==> config.mk <==
export PLATFORM = sky130hd
export DESIGN_NAME = t_state_sequencer
export DESIGN_NICKNAME = d
export VERILOG_FILES = /design/src/rtl/t_state_sequencer.sv
export SDC_FILE = /design/constraint.sdc
export NUM_CORES = 1
export LEC_CHECK = 0
export BUFFER_PORTS_ARGS = -buffer_cell sky130_fd_sc_hd__buf_2
export CAP_MARGIN = 20
export CORE_MARGIN = 2
export CORE_UTILIZATION = 50
export DETAILED_ROUTE_END_ITERATION = 8
export PLACE_DENSITY_LB_ADDON = 0.05
export RECOVER_POWER = 25
export SETUP_SLACK_MARGIN = 0.4
export SYNTH_ARGS = -nofsm -noshare
export SYNTH_HDL_FRONTEND = slang
export SYNTH_SLANG_ARGS = --single-unit
==> constraint.sdc <==
create_clock -name phi2 -period 3.8 [get_ports phi2]
set_input_delay 0.57 -clock phi2 [delete_from_list [all_inputs] [get_ports phi2]]
set_output_delay 0.57 -clock phi2 [all_outputs]
set_load 0.01 [all_outputs]
==> src/rtl/t_state_sequencer.sv <==
// 6502-style T-state sequencer: timing states, opcode latch, interrupt entry.
// Define BRANCH_PENALTY_EN to add page-cross and taken-branch cycles.
module t_state_sequencer (
  input  logic       phi2,
  input  logic       RES_n,
  input  logic       RDY,
  input  logic [7:0] data_in,
  input  logic [2:0] cycles_req,
  input  logic       is_branch,
  input  logic       branch_taken,
  input  logic       page_cross,
  input  logic       NMI_n,
  input  logic       IRQ_n,
  input  logic       I_flag,
  output logic [6:0] T,
  output logic [7:0] OP,
  output logic [7:0] prevOP,
  output logic [2:0] activeInt,
  output logic       SYNC
);

  localparam logic [2:0] INT_NONE = 3'b000;
  localparam logic [2:0] INT_NMI  = 3'b001;
  localparam logic [2:0] INT_IRQ  = 3'b010;
  localparam logic [2:0] INT_RES  = 3'b100;

  typedef enum logic [2:0] {
    S1 = 3'd1,
    S2 = 3'd2,
    S3 = 3'd3,
    S4 = 3'd4,
    S5 = 3'd5,
    S6 = 3'd6,
    S0 = 3'd7
  } tstate_e;

  tstate_e    cyc, cyc_n;
  logic [2:0] len, len_n, len_eff, req_len;
  logic [7:0] op_n, prevop_n;
  logic [2:0] act_n;
  logic       nmi_pend, nmi_pend_n;
  logic       nmi_prev, nmi_edge;
  logic       br_tkn, br_tkn_n;
  logic       irq_req, last, can_int;
  logic       pen2, pen3;

`ifdef BRANCH_PENALTY_EN
  assign pen2 = (cyc == S2) && is_branch && branch_taken;
  assign pen3 = (cyc == S3) && page_cross && (br_tkn || !is_branch);
`else
  logic unused_pen;
  assign unused_pen = page_cross ^ br_tkn;
  assign pen2 = 1'b0;
  assign pen3 = 1'b0;
`endif

  // penalties stretch the current instruction before the end test
  assign len_eff = ((pen2 || pen3) && (len != 3'd7)) ?
                   len + 3'd1 : len;
  assign last     = (cyc == tstate_e'(len_eff));
  assign req_len  = (cycles_req < 3'd2) ? 3'd2 : cycles_req;
  assign nmi_edge = nmi_prev && !NMI_n;
  assign irq_req  = !IRQ_n && !I_flag;
  // the reset sequence always hands over to a normal fetch
  assign can_int  = !activeInt[2];

  always_comb begin
    cyc_n      = cyc;
    len_n      = len;
    op_n       = OP;
    prevop_n   = prevOP;
    act_n      = activeInt;
    br_tkn_n   = br_tkn;
    nmi_pend_n = nmi_pend || nmi_edge;
    if (RDY) begin
      len_n = len_eff;
      if (cyc == S2)
        br_tkn_n = is_branch && branch_taken;
      if (!last) begin
        cyc_n = tstate_e'(cyc + 3'd1);
      end else begin
        cyc_n    = S1;
        prevop_n = OP;
        br_tkn_n = 1'b0;
        if (can_int && (nmi_pend || nmi_edge)) begin
          op_n       = 8'h00;
          len_n      = 3'd7;
          act_n      = INT_NMI;
          nmi_pend_n = 1'b0;
        end else if (can_int && irq_req) begin
          op_n  = 8'h00;
          len_n = 3'd7;
          act_n = INT_IRQ;
        end else begin
          op_n  = data_in;
          len_n = req_len;
          act_n = INT_NONE;
        end
      end
    end
  end

  always_ff @(posedge phi2 or negedge RES_n) begin
    if (!RES_n) begin
      cyc       <= S1;
      len       <= 3'd7;
      OP        <= 8'h00;
      prevOP    <= 8'h00;
      activeInt <= INT_RES;
      nmi_pend  <= 1'b0;
      nmi_prev  <= 1'b1;
      br_tkn    <= 1'b0;
    end else begin
      cyc       <= cyc_n;
      len       <= len_n;
      OP        <= op_n;
      prevOP    <= prevop_n;
      activeInt <= act_n;
      nmi_pend  <= nmi_pend_n;
      nmi_prev  <= NMI_n;
      br_tkn    <= br_tkn_n;
    end
  end

  assign T = {cyc == S6, cyc == S5, cyc == S4,
              cyc == S3, cyc == S2, cyc == S1,
              cyc == S0};
  assign SYNC = (cyc == S1);

endmodule

# --- Word level (Yosys, flattened, before mapping) ---
# Cells that the tools add are included.
totals:
  reg_bits: 27
  input_bits: 20
  output_inout_bits: 27
classes:
  add_sub_neg: 1
  n_lt_le_gt_ge: 1
  n_eq_ne: 8
  mux: 11
  n_reduce_logical: 10
op_table:
  columns: ["cell", "n"]
  rows:
  - ["$mux 8", 2]
  - ["$eq 3x3->1 const B", 4]
  - ["$mux 3", 4]
  - ["$eq 3x2->1 const B", 2]
  - ["$logic_and 1x1->1", 4]
  - ["$logic_not 1->1", 4]
  - ["$mux 2", 2]
  - ["$add 3x1->3 const B", 1]
  - ["$eq 3x1->1 const B", 1]
  - ["$eq 3x3->1", 1]
  - ["$lt 3x2->1 const B", 1]
  - ["$mux 1", 3]
  - ["$reduce_and 2->1", 1]
  - ["$logic_or 1x1->1", 1]

# --- Depth between registers and ports, before layout ---
depth:
  ltp_word: 7
  ltp_mapped: 5
  mapped_depth_nobuf: 4

# --- Least setup slack after synthesis ---
# OpenSTA, ideal clock, no wires.
synth_path:
  path_kind: "reg2out"
  from: "register cyc[0]"
  to: "output port T[1]"
  t_arrival_ns: 1.016
  path_slack_ns: 2.214
  path_stages_with_launch: 4
  path_buffers: 1
  path_cell_list: "dfstp_2 -> ha_1 -> and2b_1 -> buf_4"
synth_between:
  elab_chain_len: 1
synth_lines:
  columns: ["item", "line", "text"]
  rows:
  - ["start, declared", "37", "tstate_e cyc, cyc_n;"]
  - ["start signal, assigned", "114", "cyc <= cyc_n;"]
  - ["$eq 3x1->1", null, null]
  - ["end, declared", "15", "output logic [6:0] T,"]
# Every way passes these cells.

# --- Worst setup path in the final report ---
layout_path:
  from: "register cyc[1]"
  to: "register prevOP[5]"
layout_between:
  elab_chain_len: 2
layout_lines:
  columns: ["item", "line", "text"]
  rows:
  - ["$eq 3x3->1", "60", "assign last = (cyc == tstate_e'(len_eff));"]
  - ["$reduce_and 2->1 (no line)", null, null]
  - ["end signal, assigned", "117", "prevOP <= prevop_n;"]
  - ["end, declared", "17", "output logic [7:0] prevOP,"]
# Every way passes these cells.
# A chain may end at the register's enable or synchronous reset.

==> key figures <==
Min path
  – Worst hold path endpoint: nmi_prev
  – WHS Path Cells: 1
  – Hold crit path type: in2reg
  – HP Start: NMI_n

Power and ir drop
  – PD cells: 747 mW/mm2
  – VDD IR max: 0.542 mV
  – Leakage: about 0.00081 uW

Route
  – # DRC: 0
  – Vias: 1020
  – Routed Wire Length: between 2000 and 3000 um
  – Iter 0 DRT Violations: 18
  – Drt pass-1 iters: 4
  – Post-DRT Antenna Nets: 0
  – Wire per inst: between 10 and 15 um
  – Vias per Instance: ~5.5

Synthesis
  – Mapped cell area: ~0.0014 mm2
  – Syn_nets: 141
  – #FFs+latches synth: 27
  – Syn avg cell area: ~12 um2
  – Sequential area share after synthesis: 0.500
  – Synthesized instance count: 115
  – Yosys warns: 0
  – Cell variety after synth: 30

CTS
  – Clk sink count: 27
  – Clock root buffer master: clkbuf_4
  – Worst-skew pair later-pin latency: 0.33 ns
  – Clock transition at path regs: around 0.15 ns
  – Postcts setup bufs: 0
  – TritonCTS clock tree: built
  – Max H-tree Level: 1
  – CTS buffer count: 3
  – Clk buf depth: 2
  – Hold Buf Count CTS: 0
  – CTS resizes: 0

Status
  – Status: finished clean

Setup path
  – Crit path from: cyc[1]
  – Crit Path Max Fanout: 19
  – CP max stage cell: and4_1
  – Crit path largest cell delay: between 0.8 and 0.9 ns
  – WP buf/inv: 0
  – CP required: between 4 and 5 ns
  – CP Cell Sequence: xnor2_1, and4_1, mux2_2
  – Worst r2r dst: prevOP[5]
  – R2R Setup Slk: roughly 1.2 ns
  – Reg2Reg Depth: 3
  – Critical path type: reg2reg
  – Top Family by Delay on Critical Path: simple AND/OR/NAND/NOR gates
  – Worst r2r src: cyc[1]
  – Worst setup EP type: register
  – Setup crit start kind: register
  – Critical Path AT: about 2.8 ns

Global routing
  – First-pass GRT wire length: 4310 um
  – Initial antenna violation count: 0
  – Vias in the first global route: about 980
  – Grt total ovfl: 0
  – GR Util All Layers: 0.171
  – Pin count of the biggest net entering global routing: 28

Place
  – # port buffers: between 40 and 50
  – Post-DP Area: ~0.0016 mm2
  – Post-DP HPWL: ~1800 um
  – Routability Congestion: around 0.73
  – Dpl ws: ~1.2 ns

Timing
  – Fin. max-slew vios: 0
  – Tcrit/Tclk final: 0.677
  – Minimum clock period: approximately 2.6 ns
  – Final setup skew: approximately 0.012 ns
  – Tightest Pin Transition: around 1.4 ns
  – Maximum clock rate: a little under 400 MHz
  – Slew HR: 0.0623
  – Setup WS post-layout: 1.23 ns
  – TNS Setup: 0 ns
  – Unrepaired setup endpoints after global routing: false
  – # setup viols final: 0
  – Hold Fails Final Rpt: 0

Finish
  – Design Area, Final: 0.00160 mm2
  – Share of cells above drive strength 1: 0.452
  – Area grow syn2layout: 16.8%
  – Fin util: 0.632
  – # diodes: 0
  – # nets final: 182

Floorplan
  – Core area: between 0.002 and 0.003 mm2
  – Num rows: 18
  – Effective utilization at floorplan: 0.542
  – Die Y: 56.3 um
  – Io pins: 47
  – Total die area: 0.00317 mm2
  – Die Wd: ~56 um

Run
  – Max cap viols: 0
[cells by family after synthesis]
logic type | after synthesis | share of synthesized area
compound gates | 27 | 0.167
flops | 27 | 0.500
buf+inv | 20 | 0.0733
simple gates | 18 | 0.0742
mux | 13 | 0.105
fa+ha+maj | 6 | 0.0549
xor+xnor | 4 | 0.0256
[placed cells by master (no fill, tap or decap), drive strengths merged, types with 3 or more instances in the layout]
| cell | instances |
|---|---|
| dfstp | 6 |
| mux2 | 11 |
| o21ai | 4 |
| buf | 41 |
| clkbuf | 5 |
| dfrtp | 21 |
| nand2 | 3 |
| o31ai | 3 |
| a31o | 6 |
| inv | 13 |
| a41oi | 11 |
| nor2 | 5 |
| and2 | 3 |
| xnor2 | 4 |
| ha | 6 |
[final cells by class]
class	instances	area (um2)
clock buffer	3	22.5
multi-input combinational	68	583
timing repair buffer	43	213
fill	216	927
tap	30	37.5
sequential	27	683
inverter	13	48.8
clock inverter	1	7.51
[routing by layer]
layer | GRT usage | vias to the layer above | share of wire
li1 | - | 492 | -
met1 | 0.223 | 489 | 0.47
met2 | 0.287 | 35 | 0.47
met3 | 0.0300 | 4 | 0.056
met4 | 0.0578 | 0 | 0.0091
met5 | 0 | - | 0
[registers in the layout (all words and copies together), names as in the netlist]
| register | count |
|---|---|
| OP | 8 |
| activeInt | 3 |
| cyc | 3 |
| len | 3 |
| nmi_pend | 1 |
| nmi_prev | 1 |
| prevOP | 8 |
[power breakdown]
part	switching (uW)	leakage (uW)	internal (uW)
Clock	85.3	0.0000139	40.2
Combinational	328	0.000461	246
Sequential	86.3	0.000333	405
Total	499	0.000808	692
[worst register-to-register path, cell delays in order (launching register included)]
cell and delay [ns]:
dfrtp_1 0.47, xnor2_1 0.77, and4_1 0.83, mux2_2 0.42
[synthesized netlist by cell type, drive strengths merged]
master | n | share of area
nor2b | 2 | 0.0092
clkbuf | 1 | 0.0027
inv | 13 | 0.036
a31o | 6 | 0.038
a21oi | 1 | 0.0037
ha | 6 | 0.055
mux2 | 11 | 0.091
o21ai | 4 | 0.015
dfstp | 6 | 0.12
a31oi | 1 | 0.0046
buf | 6 | 0.035
nand4 | 1 | 0.0092
xnor2 | 4 | 0.026
nor3 | 1 | 0.0037
a211oi | 1 | 0.0092
nand2 | 3 | 0.0082
nor2 | 5 | 0.014
and2b | 1 | 0.0055
and2 | 3 | 0.014
o31ai | 3 | 0.020
or3 | 1 | 0.0046
and4 | 1 | 0.0064
mux2i | 2 | 0.015
dfrtp | 21 | 0.38
a41oi | 11 | 0.076
[through the flow]
stage	hold WS [ns]	std cells	total power [uW]
2_1_floorplan	0.274	115	928
6_report	0.328	185	1190
3_3_place_gp	0.482	181	1050
5_1_grt	0.315	185	1290
4_1_cts	0.224	185	1210
3_5_place_dp	0.490	181	1080
[how the worst max path moves through the flow]
stage	to	slack, ns	depth (start not counted)
after floorplan	T[1]	2.21	3
after global placement	prevOP[6]	1.30	3
after detailed placement	prevOP[5]	1.24	3
after CTS	prevOP[5]	1.23	3
after global routing	prevOP[5]	1.08	3
final	prevOP[5]	1.23	3
(Power assumes the default switching activity.)
